## src/rtl/seq_mult_ctrl_if.sv

```systemverilog
// Operand/result handshake bundle for seq_mult_ctrl.
//   start      : request a multiply (requester -> controller)
//   dataa/b    : 8-bit operands, sampled with an accepted start
//   busy       : controller is stepping through partial products
//   done_flag  : one-cycle pulse, product valid
//   product    : last completed 16-bit result
interface seq_mult_ctrl_if;
  logic        start;
  logic [7:0]  dataa;
  logic [7:0]  datab;
  logic        busy;
  logic        done_flag;
  logic [15:0] product;

  modport master (
    output start, dataa, datab,
    input  busy, done_flag, product
  );

  modport slave (
    input  start, dataa, datab,
    output busy, done_flag, product
  );
endinterface

```

## src/rtl/seq_mult_ctrl.sv

```systemverilog
// Sequencing controller and accumulator for the 8x8 sequential multiplier.
// Captures operands on start, walks the four nibble partial products
// (lo*lo, hi*lo<<4, lo*hi<<4, hi*hi<<8), accumulates into 16 bits and
// pulses done_flag in the cycle the new product is valid.
// Ports:
//   clk, reset : clock, asynchronous active-high reset
//   bus        : operand/result handshake (slave side)
//   sel_a      : dataa nibble select (0 = [3:0], 1 = [7:4])
//   sel_b      : datab nibble select, same encoding
//   shift_sel  : partial-product shift (0 = <<0, 1 = <<4, 2 = <<8)
module seq_mult_ctrl (
  input  logic                  clk,
  input  logic                  reset,
  seq_mult_ctrl_if.slave        bus,
  output logic                  sel_a,
  output logic                  sel_b,
  output logic [1:0]            shift_sel
);

  typedef enum logic [1:0] {
    IDLE = 2'd0,
    CALC = 2'd1,
    DONE = 2'd2
  } state_t;

  state_t      state;
  state_t      next_state;
  logic [1:0]  cnt;
  logic [7:0]  ra;
  logic [7:0]  rb;
  logic [15:0] acc;
  logic [15:0] product_q;
  logic        busy_d;
  logic        done_d;
  logic        capture;
  logic [3:0]  a_nib;
  logic [3:0]  b_nib;
  logic [7:0]  pp;
  logic [15:0] pp_shifted;
  logic [15:0] sum;

  always_ff @(posedge clk or posedge reset) begin
    if (reset) state <= IDLE;
    else       state <= next_state;
  end

  // Outputs are decoded from registered state/cnt only, so start never
  // reaches an output combinationally.
  always_comb begin
    next_state = state;
    sel_a      = 1'b0;
    sel_b      = 1'b0;
    shift_sel  = 2'd0;
    busy_d     = 1'b0;
    done_d     = 1'b0;
    case (state)
      IDLE: begin
        if (bus.start) next_state = CALC;
      end
      CALC: begin
        busy_d = 1'b1;
        case (cnt)
          2'd0: begin sel_a = 1'b0; sel_b = 1'b0; shift_sel = 2'd0; end
          2'd1: begin sel_a = 1'b1; sel_b = 1'b0; shift_sel = 2'd1; end
          2'd2: begin sel_a = 1'b0; sel_b = 1'b1; shift_sel = 2'd1; end
          default: begin sel_a = 1'b1; sel_b = 1'b1; shift_sel = 2'd2; end
        endcase
        if (cnt == 2'd3) next_state = DONE;
      end
      DONE: begin
        done_d     = 1'b1;
        next_state = bus.start ? CALC : IDLE;
      end
      default: next_state = IDLE;
    endcase
  end

  assign capture = bus.start && ((state == IDLE) || (state == DONE));

  assign a_nib = sel_a ? ra[7:4] : ra[3:0];
  assign b_nib = sel_b ? rb[7:4] : rb[3:0];
  assign pp    = a_nib * b_nib;

  always_comb begin
    pp_shifted = '0;
    case (shift_sel)
      2'd0:    pp_shifted = {8'h00, pp};
      2'd1:    pp_shifted = {4'h0, pp, 4'h0};
      2'd2:    pp_shifted = {pp, 8'h00};
      default: pp_shifted = '0;
    endcase
  end

  assign sum = acc + pp_shifted;

  always_ff @(posedge clk or posedge reset) begin
    if (reset) begin
      cnt       <= '0;
      ra        <= '0;
      rb        <= '0;
      acc       <= '0;
      product_q <= '0;
    end else if (capture) begin
      ra  <= bus.dataa;
      rb  <= bus.datab;
      acc <= '0;
      cnt <= '0;
    end else if (state == CALC) begin
      acc <= sum;
      cnt <= cnt + 2'd1;
      // Final step: publish the completed sum directly, acc is stale next.
      if (cnt == 2'd3) product_q <= sum;
    end
  end

  assign bus.busy      = busy_d;
  assign bus.done_flag = done_d;
  assign bus.product   = product_q;

endmodule

```

## src/flat_wrapper.sv

```systemverilog
// flat-port wrapper written by rule: the top's interface ports become plain ports
module seq_mult_ctrl_flat 
  (clk, reset, sel_a, sel_b, shift_sel, bus_start, bus_dataa, bus_datab, bus_busy, bus_done_flag, bus_product);
  seq_mult_ctrl_if bus_i ();
  input  logic clk;
  input  logic reset;
  output logic sel_a;
  output logic sel_b;
  output logic [1:0] shift_sel;
  input wire logic [$bits(bus_i.start)-1:0] bus_start;
  input wire logic [$bits(bus_i.dataa)-1:0] bus_dataa;
  input wire logic [$bits(bus_i.datab)-1:0] bus_datab;
  output wire logic [$bits(bus_i.busy)-1:0] bus_busy;
  output wire logic [$bits(bus_i.done_flag)-1:0] bus_done_flag;
  output wire logic [$bits(bus_i.product)-1:0] bus_product;
  assign bus_i.start = bus_start;
  assign bus_i.dataa = bus_dataa;
  assign bus_i.datab = bus_datab;
  assign bus_busy = bus_i.busy;
  assign bus_done_flag = bus_i.done_flag;
  assign bus_product = bus_i.product;
  seq_mult_ctrl u_core (.clk(clk), .reset(reset), .bus(bus_i), .sel_a(sel_a), .sel_b(sel_b), .shift_sel(shift_sel));
endmodule
```

## config.mk

```make
export PLATFORM = sky130hd
export DESIGN_NAME = seq_mult_ctrl_flat
export DESIGN_NICKNAME = d
export VERILOG_FILES = /design/src/rtl/seq_mult_ctrl_if.sv /design/src/rtl/seq_mult_ctrl.sv /design/src/flat_wrapper.sv
export SDC_FILE = /design/constraint.sdc
export NUM_CORES = 1
export LEC_CHECK = 0
export BUFFER_PORTS_ARGS = -buffer_cell sky130_fd_sc_hd__buf_2
export CORE_UTILIZATION = 40
export CTS_CLUSTER_DIAMETER = 50
export DETAILED_ROUTE_END_ITERATION = 12
export PLACE_DENSITY = 0.64
export SYNTH_ARGS = -nofsm -noshare
export SYNTH_HDL_FRONTEND = slang
export SYNTH_SLANG_ARGS = --single-unit
```

## constraint.sdc

```tcl
create_clock -name clk -period 6.2 [get_ports clk]
set_input_delay 0.62 -clock clk [delete_from_list [all_inputs] [get_ports clk]]
set_output_delay 0.62 -clock clk [all_outputs]
set_load 0.01 [all_outputs]
```

After elaboration in Yosys (flattened, before gate mapping). Cells that the tools add are included.

ROM bits: 0. Memory bits (writable): 0. Memories: 0. Logic and storage cells: 49. Bits of input ports: 19. Latch bits: 0. Register bits after elaboration: 52. Output and inout port bits: 22.

Add/subtract/negate cells: 2. Shift operators: 0. Reduce and logical (&&, ||, !) cells: 11. Bitwise operators: 1. Mux-type cells: 19. $mul: 1. Divide/modulo/power cells: 0. $lt $le $gt $ge: 0. Equality and inequality tests: 9.

Operator list (count): one-hot mux 16 bit (3 select lines) (1); two-way mux 16 bit (2); adder 16 bit (1); two-way mux 2 bit (5); equality test 2 bit, second input constant (4); multiplier 4 x 4 -> 8 bit (1); two-way mux 4 bit (2); two-way mux 1 bit (7); equality test 2 x 1 -> 1 bit, second input constant (3); logical NOT 2 bit (3); one-hot mux 2 bit (3 select lines) (1); OR reduction 2 bit (3); inequality test 2 bit, second input constant (2); one-hot mux 2 bit (2 select lines) (1); AND reduction 3 bit (1); adder 2 x 1 -> 2 bit, second input constant (1); AND reduction 2 bit (1); nonzero test 2 bit (1); logical AND 1 bit (1); logical OR 1 bit (1); inverter 1 bit (1).

Depth between registers and ports, before layout. Gate-level depths: netlist of the first run.

Word-level depth: 10. Mapped depth: 24. Mapped depth without buffers: 24.

Worst setup path before layout of the first run. No wires, ideal clock.

Kind: flip-flop to flip-flop. Start: register u_core.cnt[0]. End: register u_core.acc[14]. Setup time: 121 ps. Clock period less this slack: 5752 ps. Arrival: 5631 ps. Stages on the path, launching flop included: 23. Path slack: 448 ps. Buffers on the path: 0. Required time: 6079 ps. Path through: dfrtp_1 > inv_1 > ha_1 > nor3_2 > mux2i_1 > or2_2 > fa_1 > inv_1 > fa_1 > ha_1 > a211oi_1 > o21bai_1 > a21oi_1 > xnor2_1 > nor2_1 > a31oi_1 > o22ai_1 > ha_1 > a2111oi_4 > a211oi_2 > o21a_1 > or3_1 > a32o_2.

Longest elaborated chain between the ends: 10. Elaborated cells on any way between the ends: 22. Those cells by class: add/sub: 1; mul: 1; eq/ne: 4; mux: 11; reduce/logical: 5.

RTL lines: start, declared (RTL line seq_mult_ctrl.sv:28) `logic [1:0] cnt;`; start signal, assigned (RTL line seq_mult_ctrl.sv:110) `cnt <= cnt + 2'd1;`; equality test 2 bit or logical NOT 2 bit (tied branches) (RTL line seq_mult_ctrl.sv:62) `case (cnt)`; OR reduction 2 bit (no line) *; two-way mux 1 bit * (RTL line seq_mult_ctrl.sv:62); two-way mux 1 bit * (RTL line seq_mult_ctrl.sv:56) `case (state)`; net sel_a (RTL line flat_wrapper.sv:7) `output logic sel_a;`; two-way mux 4 bit * (RTL line seq_mult_ctrl.sv:80) `assign a_nib = sel_a ? ra[7:4] : ra[3:0];`; multiplier 4 x 4 -> 8 bit * (RTL line seq_mult_ctrl.sv:82) `assign pp = a_nib * b_nib;`; one-hot mux 16 bit (3 select lines) * (RTL line seq_mult_ctrl.sv:86) `case (shift_sel)`; adder 16 bit * (RTL line seq_mult_ctrl.sv:94) `assign sum = acc + pp_shifted;`; two-way mux 16 bit * (RTL line seq_mult_ctrl.sv:108) `end else if (state == CALC) begin`; two-way mux 16 bit * (RTL line seq_mult_ctrl.sv:103) `end else if (capture) begin`; end signal, assigned (RTL line seq_mult_ctrl.sv:109) `acc <= sum;`; end, declared (RTL line seq_mult_ctrl.sv:31) `logic [15:0] acc;`.

The timed path passes the listed nets; every way through them passes the cells marked *. The select of a mux whose other input is x is not followed. A chain may end at the register's enable or synchronous reset.

Final worst setup path of the first run.
Start: register u_core.cnt[0]. End: register u_core.acc[14].

Longest elaborated chain between the ends: 10. Elaborated cells on any way between the ends: 22. Those cells by class: add/sub: 1; mul: 1; eq/ne: 4; mux: 11; reduce/logical: 5.

RTL lines (RTL line): equality test 2 bit, or another cell as far along (seq_mult_ctrl.sv:62); OR reduction 2 bit (no line); two-way mux 1 bit (seq_mult_ctrl.sv:62); two-way mux 1 bit (seq_mult_ctrl.sv:56); two-way mux 4 bit (on tied branches) (seq_mult_ctrl.sv:80, seq_mult_ctrl.sv:81); multiplier 4 x 4 -> 8 bit (seq_mult_ctrl.sv:82); one-hot mux 16 bit (3 select lines) * (seq_mult_ctrl.sv:86); adder 16 bit * (seq_mult_ctrl.sv:94); two-way mux 16 bit * (seq_mult_ctrl.sv:108); two-way mux 16 bit * (seq_mult_ctrl.sv:103).

Mark *: on every way between the ends. The rest lies on a longest branch, timed or not. The select of a mux whose other input is x is not followed.

==> results.toml, run 1 <==
[finish]
syn2layout_area_growth_pct = 13.4
ff_latch_area_mm2 = 0.00130
final_area_mm2 = 0.00400
finalNetCount = 482
final_common_cell = "nand2_1"
antenna_cells = 0
final_util = 0.477
fill_cells = 824
multiInputGateArea_mm2 = 0.00212
drive_gt1_frac = 0.199
layout.cells.most_common_list = "nand2_1, dfrtp_1, buf_2"

[critical_path]
critPathBufInv = 2
criticalPathCategory = "register to register"
cp_top_family = "adder cells"
startpoint_type = "register"
timing.rr.start = "u_core.cnt[0]"
reg2reg_slack_ns = 0.35
worstRegToRegCells = 22
crit_chain = "inv_1, ha_1, nor3_4, mux2i_1, or2_2, fa_1, inv_1, fa_1, ha_1, a211oi_2, o21bai_1, a21oi_1, xnor2_1, nor2_1, a31oi_1, o22ai_1, ha_1, a2111oi_4, a211oi_2, o21a_1, or3_1, a32o_2"
endpoint_kind = "register"
r2r_end = "u_core.acc[14]"
cp_max_fo = 6
slowest_delay_ns = 0.54
cp_slowest_cell = "fa_1"
crit_required_ns = 6.41
worstPathArrival_ns = 6.06
cp_common_cell = "ha_1"

[drt]
drt_pass1_iterations = 4
post_drt_wl_per_cell_um = 14.6
drt_drc_violations_left = 0
final_antenna_net_count = 0
routed_wl_mm = 7.78
drt_iter0_drc = 124
dr_total_vias = 2804
via_per_inst = 5.27

[place]
port_buffers = 40
hpwl_mm = 5.80
place.gp.congestion = 0.851
post_dp_cell_area_mm2 = 0.00382
preCtsSetupSlack_ns = 0.162

[clock_network]
cts_buffers = 5
ctsRootBufferMaster = "clkbuf_8"
insertion_delay_ns = 0.31
cts_buffer_depth = 2
cts.sink_count = 52
cts.clk_slew.worst_paths_ns = 0.10
cts_tree = "done"
htreeDepth = 2

[floorplanning]
die_x_um = 95.9
die_h_um = 95.9
coreArea_mm2 = 0.00838
die_area_mm2 = 0.00920
rows = 33
start_util = 0.421
io_pins = 41

[timing]
setup_viol = 0
fin_tns_setup_ns = 0
period_needed_ns = 5.85
min_period_over_period = 0.944
drv_slew = 0
max_slew.worst_pin.slew_ns = 1.10
fin_worst_skew_ns = 0.00319
hold_viol = 0
max_freq_ghz = 0.171
fin_ws_ns = 0.349
slew_headroom = 0.262

[yosys]
syn_avg_cell_area_um2 = 9.14
yosys_warnings = 0
synth_edf_count = 0
synth_nets = 442
syn_inst = 386
ys_ff_latch = 52
synthTopCellsByArea = "dfrtp_1, ha_1, nand2_1"
yosysTopAreaCellShare = 0.369
synth_largest_area_cell = "dfrtp_1"
syn_area_mm2 = 0.00353
seq_area_frac_synth = 0.369
synth-main-ff-cell = "dfrtp_1"
ys_types = 52
async_flop_share = 1.00

[min_path]
worstHoldPathType = "register to register"
min_delay_path_depth = 2
min_from = "u_core.bus.product[15]"
holdPathEnd = "u_core.bus.product[15]"

[grt]
grt_usage = 0.181
grt_pass1_wl_mm = 12.9
antenna_found_initial = 0
grt_overflow_total = 0
grt_pass1_vias = 2719
grt_max_degree = 53

[run]
cap_violations = 0

[status]
outcome = "finished, final reports clean"
[through the flow]
stage,hold WS [ns],std cells
global placement,0.455,520
global route,0.494,532
floorplan,0.445,386
CTS,0.485,528
finish,0.482,532
detailed placement,0.458,520
[flip-flops by register name, indices dropped and copies added (netlist names)]
name                count
u_core.cnt              2
u_core.acc             16
u_core.rb               8
u_core.state            2
u_core.ra               8
u_core.bus.product     16
[cell type report]
cell class | count | share of cell area
clock buffer | 7 | 0.0241
sequential | 52 | 0.326
multi-input combinational | 302 | 0.531
tap | 105 | 0.0328
timing repair buffer | 46 | 0.0613
clock inverter | 1 | 0.00750
inverter | 19 | 0.0178
[cell families after synthesis]
group           synth area share
mux                       0.0514
fa+ha+maj                  0.142
buf+inv                   0.0351
xor+xnor                  0.0347
compound gates             0.174
simple gates               0.194
flops                      0.369
[worst reg2reg max path, delay by kind of cell (launching register included)]
kind	cells	cell delay [ns]
mux	1	0.19
simple gates	4	1.07
flops	1	0.42
xor+xnor	1	0.18
fa+ha+maj	5	2.02
buf+inv	2	0.14
compound gates	9	1.72
[repair_timing]
item                                    CTS  global route
resized for setup                         0             5
endpoints found under the setup margin    0            10
setup buffers                             0             4
hold buffers                              0             0
[per-layer routing]
layer,up-vias,GRT usage,share of wire
li1,1416,-,-
met1,1343,0.260,0.48
met2,37,0.289,0.47
met3,8,0.0237,0.033
met4,0,0.0460,0.012
met5,-,0,0
[how the worst max path moves through the flow]
stage | to | cells past startpoint | slack, ns | start
after CTS | u_core.acc[14] | 22 | 0.11 | u_core.cnt[0]
after floorplan | u_core.acc[14] | 22 | 0.45 | u_core.cnt[0]
after global placement | u_core.acc[14] | 22 | 0.32 | u_core.cnt[0]
after global routing | u_core.acc[14] | 22 | -0.01 | u_core.cnt[0]
after detailed placement | u_core.acc[14] | 22 | 0.16 | u_core.cnt[0]
final | u_core.acc[14] | 22 | 0.35 | u_core.cnt[0]
[cells in the mapped netlist, types with 5 or more instances]
cell type	count
a21oi_1	13
nor2b_1	7
a21o_1	7
a22o_1	11
nor2_1	35
mux2_2	9
dfrtp_1	52
clkbuf_1	9
mux2i_1	8
inv_1	18
xnor2_1	10
ha_1	32
fa_1	5
o21a_1	7
o21ai_0	16
nand2b_1	7
nand2_1	76
Power of run 1 is not shown: default switching activity piles up to over one toggle a cycle in this logic, so the estimate is an artifact.
==> run 2: changes to the inputs <==
Settings changed: BUFFER_PORTS_ARGS -buffer_cell sky130_fd_sc_hd__buf_2 to -buffer_cell sky130_fd_sc_hd__buf_4.
==> results.toml, run 2 (synthesis gave the netlist of run 1 again) <==
[status]
outcome = "finished, final reports clean"

[drt]
drt_drc_violations_left = 0
dr_total_vias = 2822
routed_wl_mm = 7.67
drt_iter0_drc = 69
post_drt_wl_per_cell_um = 14.5
final_antenna_net_count = 0
via_per_inst = 5.33
drt_pass1_iterations = 4

[timing]
drv_slew = 0
setup_viol = 0
period_needed_ns = 5.88
max_slew.worst_pin.slew_ns = 1.14
max_freq_ghz = 0.170
min_period_over_period = 0.948
fin_ws_ns = 0.320
hold_viol = 0
fin_worst_skew_ns = 0.0118
slew_headroom = 0.240
hold_slack_ns = 0.484

[run]
cap_violations = 0

[place]
hpwl_mm = 5.70
port_buffers = 40
place.gp.congestion = 0.850
preCtsSetupSlack_ns = 0.110

[critical_path]
crit_required_ns = 6.40
timing.rr.start = "u_core.cnt[0]"
cp_max_fo = 6
startpoint_type = "register"
worstPathArrival_ns = 6.08
criticalPathCategory = "register to register"
cp-startpoint = "u_core.cnt[0]"
endpoint_kind = "register"

[clock_network]
cts.sink_count = 52
cts_tree = "done"
cts_buffer_depth = 2
insertion_delay_ns = 0.30
cts_buffers = 5
cts.clk_slew.worst_paths_ns = 0.10
ctsRootBufferMaster = "clkbuf_8"
htreeDepth = 2

[grt]
grt_pass1_vias = 2694
antenna_found_initial = 0
grt_pass1_wl_mm = 12.7
grt_usage = 0.179
grt_max_degree = 53
grt_overflow_total = 0

[min_path]
worstHoldPathType = "register to register"
min_from = "u_core.ra[1]"

[finish]
antenna_cells = 0
syn2layout_area_growth_pct = 16.0
layout.cells.most_common_list = "nand2_1, dfrtp_1, buf_4"
final_util = 0.488
fill_cells = 836
drive_gt1_frac = 0.193
final_common_cell = "nand2_1"
finalNetCount = 480

[floorplanning]
io_pins = 41
die_area_mm2 = 0.00920
start_util = 0.421
die_x_um = 95.9
die_h_um = 95.9
rows = 33
coreArea_mm2 = 0.00838
run 2: cell count changes in the layout (fill, tap and decap cells not counted):
cell and delta:
clkbuf_8 -2, dfrtp_1 +1, mux2i_2 +1, mux2i_1 -1, buf_2 -40, dfrtp_2 -1
buf_4 +38, bufinv_16 +1
run 2: per-layer routing:
layer	wire length, um	track usage	part of all wire
met5	0	0	0
met4	110	0.0522	0.014
met3	225	0.0284	0.029
met2	3580	0.285	0.47
met1	3750	0.250	0.49
run 2: area by class of cell:
cell class / instances / area (um^2) / share of cell area
multi-input cells: 302 / 2130 / 0.520
flip-flops and latches: 52 / 1300 / 0.318
well taps: 105 / 131 / 0.0321
inverters: 19 / 71.3 / 0.0174
clock inverters: 2 / 60.1 / 0.0147
clock buffers: 5 / 68.8 / 0.0168
repair buffers: 44 / 330 / 0.0807
run 2: worst paths after layout:
path	cells after the start	end	slack, ns
min in group asynchronous	2	u_core.ra[0]	0.61
hold / removal	2	u_core.ra[1]	0.48
hold reg to reg	2	u_core.ra[1]	0.48
max in group asynchronous	2	u_core.bus.product[13]	4.90
setup reg to reg	22	u_core.acc[14]	0.32
setup / recovery	22	u_core.acc[14]	0.32
run 2: worst max-delay path: stages (launching register included):
cell       delay, ns
dfrtp_1         0.44
inv_1           0.09
ha_1            0.27
nor3_4          0.34
mux2i_1         0.20
or2_2           0.32
fa_1            0.53
inv_1           0.05
fa_1            0.49
ha_1            0.34
a211oi_2        0.22
o21bai_1        0.10
a21oi_1         0.17
xnor2_1         0.19
nor2_1          0.06
a31oi_1         0.16
o22ai_1         0.11
ha_1            0.36
a2111oi_4       0.35
a211oi_2        0.15
o21a_1          0.21
or3_1           0.36
a32o_2          0.27
run 2: per-stage QoR:
step / area, um^2 / cells / TNS, ns
after floorplan: 3530 / 386 / 0
after global placement: 3920 / 520 / 0
after detailed placement: 3920 / 520 / 0
after CTS: 4050 / 527 / 0
after global routing: 4090 / 529 / -0.00365
final: 4090 / 529 / 0
run 2: what timing repair did:
action | in CTS | in global routing
hold buffers | 0 | 0
resized for setup | 0 | 5
buffers inserted | 0 | 2
endpoints found under the setup margin | 0 | 10
Power of run 2 is left out for the same reason.
==> run 3: changes to the inputs <==
Settings changed: CORE_UTILIZATION 40 to 28, PLACE_DENSITY 0.64 to 0.5.
==> results.toml, run 3 (synthesis gave the netlist of run 1 again) <==
[status]
outcome = "finished, final reports clean"

[timing]
min_period_over_period = 0.936
hold_viol = 0
period_needed_ns = 5.81
drv_slew = 0
fin_ws_ns = 0.394
fin_worst_skew_ns = 0.0108
fin_tns_setup_ns = 0
slew_headroom = 0.263
max_slew.worst_pin.slew_ns = 1.10
max_freq_ghz = 0.172
setup_viol = 0
hold_slack_ns = 0.478

[drt]
via_per_inst = 4.76
final_antenna_net_count = 0
post_drt_wl_per_cell_um = 13.9
dr_total_vias = 2856
drt_pass1_iterations = 4
drt_iter0_drc = 119
routed_wl_mm = 8.32
drt_drc_violations_left = 0

[place]
place.gp.congestion = 0.852
hpwl_mm = 6.19
port_buffers = 40
preCtsSetupSlack_ns = 0.0846

[grt]
grt_pass1_wl_mm = 13.7
antenna_found_initial = 0
grt_pass1_vias = 2770
grt_usage = 0.133
grt_max_degree = 53
grt_overflow_total = 0

[finish]
fill_cells = 1269
final_common_cell = "nand2_1"
antenna_cells = 0
drive_gt1_frac = 0.222
final_util = 0.354
syn2layout_area_growth_pct = 21.9
layout.cells.most_common_list = "nand2_1, buf_4, dfrtp_1"
finalNetCount = 487

[floorplanning]
die_x_um = 114
rows = 40
io_pins = 41
coreArea_mm2 = 0.0122
die_h_um = 114
die_area_mm2 = 0.0131
start_util = 0.290

[clock_network]
ctsRootBufferMaster = "clkbuf_16"
insertion_delay_ns = 0.30
cts.sink_count = 52
htreeDepth = 2
cts_tree = "done"
postCtsHoldBufs = 0
cts_buffers = 5
cts_buffer_depth = 2
cts.clk_slew.worst_paths_ns = 0.07

[run]
cap_violations = 0

[critical_path]
endpoint_kind = "register"
criticalPathCategory = "register to register"
cp_max_fo = 5
crit_required_ns = 6.39
startpoint_type = "register"
worstPathArrival_ns = 6.00

[min_path]
worstHoldPathType = "register to register"
## run 3: final timing paths
| check | startpoint | to | slack, ns | depth (start not counted) |
|---|---|---|---|---|
| max in group asynchronous | reset | u_core.cnt[0] | 5.15 | 3 |
| min in group asynchronous | reset | u_core.ra[6] | 0.49 | 3 |
| worst min register to register | u_core.bus.product[15] | u_core.bus.product[15] | 0.48 | 2 |
| worst min-delay path | u_core.bus.product[15] | u_core.bus.product[15] | 0.48 | 2 |
| worst max-delay path | u_core.cnt[0] | u_core.acc[14] | 0.39 | 23 |
| worst max register to register | u_core.cnt[0] | u_core.acc[14] | 0.39 | 23 |
## run 3: stage by stage
stage                     instance area, um^2  instances
after global placement                   4010        584
after detailed placement                 4010        584
after floorplan                          3530        386
after global routing                     4300        600
after CTS                                4190        592
final                                    4300        600
## run 3: area by class of cell
cell class                 count  area, um^2  share of cell area
multi-input combinational    302        2150               0.500
sequential                    52        1300               0.303
timing repair buffer          51         383              0.0890
tap                          168         210              0.0489
clock buffer                   7         153              0.0355
inverter                      19        71.3              0.0166
clock inverter                 1        30.0             0.00698
## run 3: metal layers
| metal | up-vias | share of wire | GRT usage |
|---|---|---|---|
| li1 | 1423 | - | - |
| met1 | 1384 | 0.48 | 0.182 |
| met2 | 41 | 0.47 | 0.212 |
| met3 | 8 | 0.032 | 0.0238 |
| met4 | 0 | 0.014 | 0.0407 |
| met5 | - | 0 | 0 |
## run 3: what timing repair did
action                     4_1_cts  5_1_grt
buffers inserted                 0        8
setup endpoints to repair        0       12
resized for setup                0       11
## run 3: critical path, cell delays in order (launching register included)
cell and delay [ns]:
dfrtp_2 0.43, inv_1 0.09, ha_1 0.27, nor3_4 0.07
buf_4 0.15, mux2i_2 0.18, or2_2 0.33, fa_1 0.54
inv_1 0.05, fa_1 0.49, ha_1 0.34, a211oi_2 0.22
o21bai_1 0.13, a21oi_2 0.19, xnor2_2 0.15, nor2_1 0.06
a31oi_1 0.13, o22ai_1 0.11, ha_1 0.39, a2111oi_4 0.41
a211oi_2 0.15, o21a_1 0.21, or3_1 0.36, a32o_2 0.27
Power of run 3 is left out for the same reason.
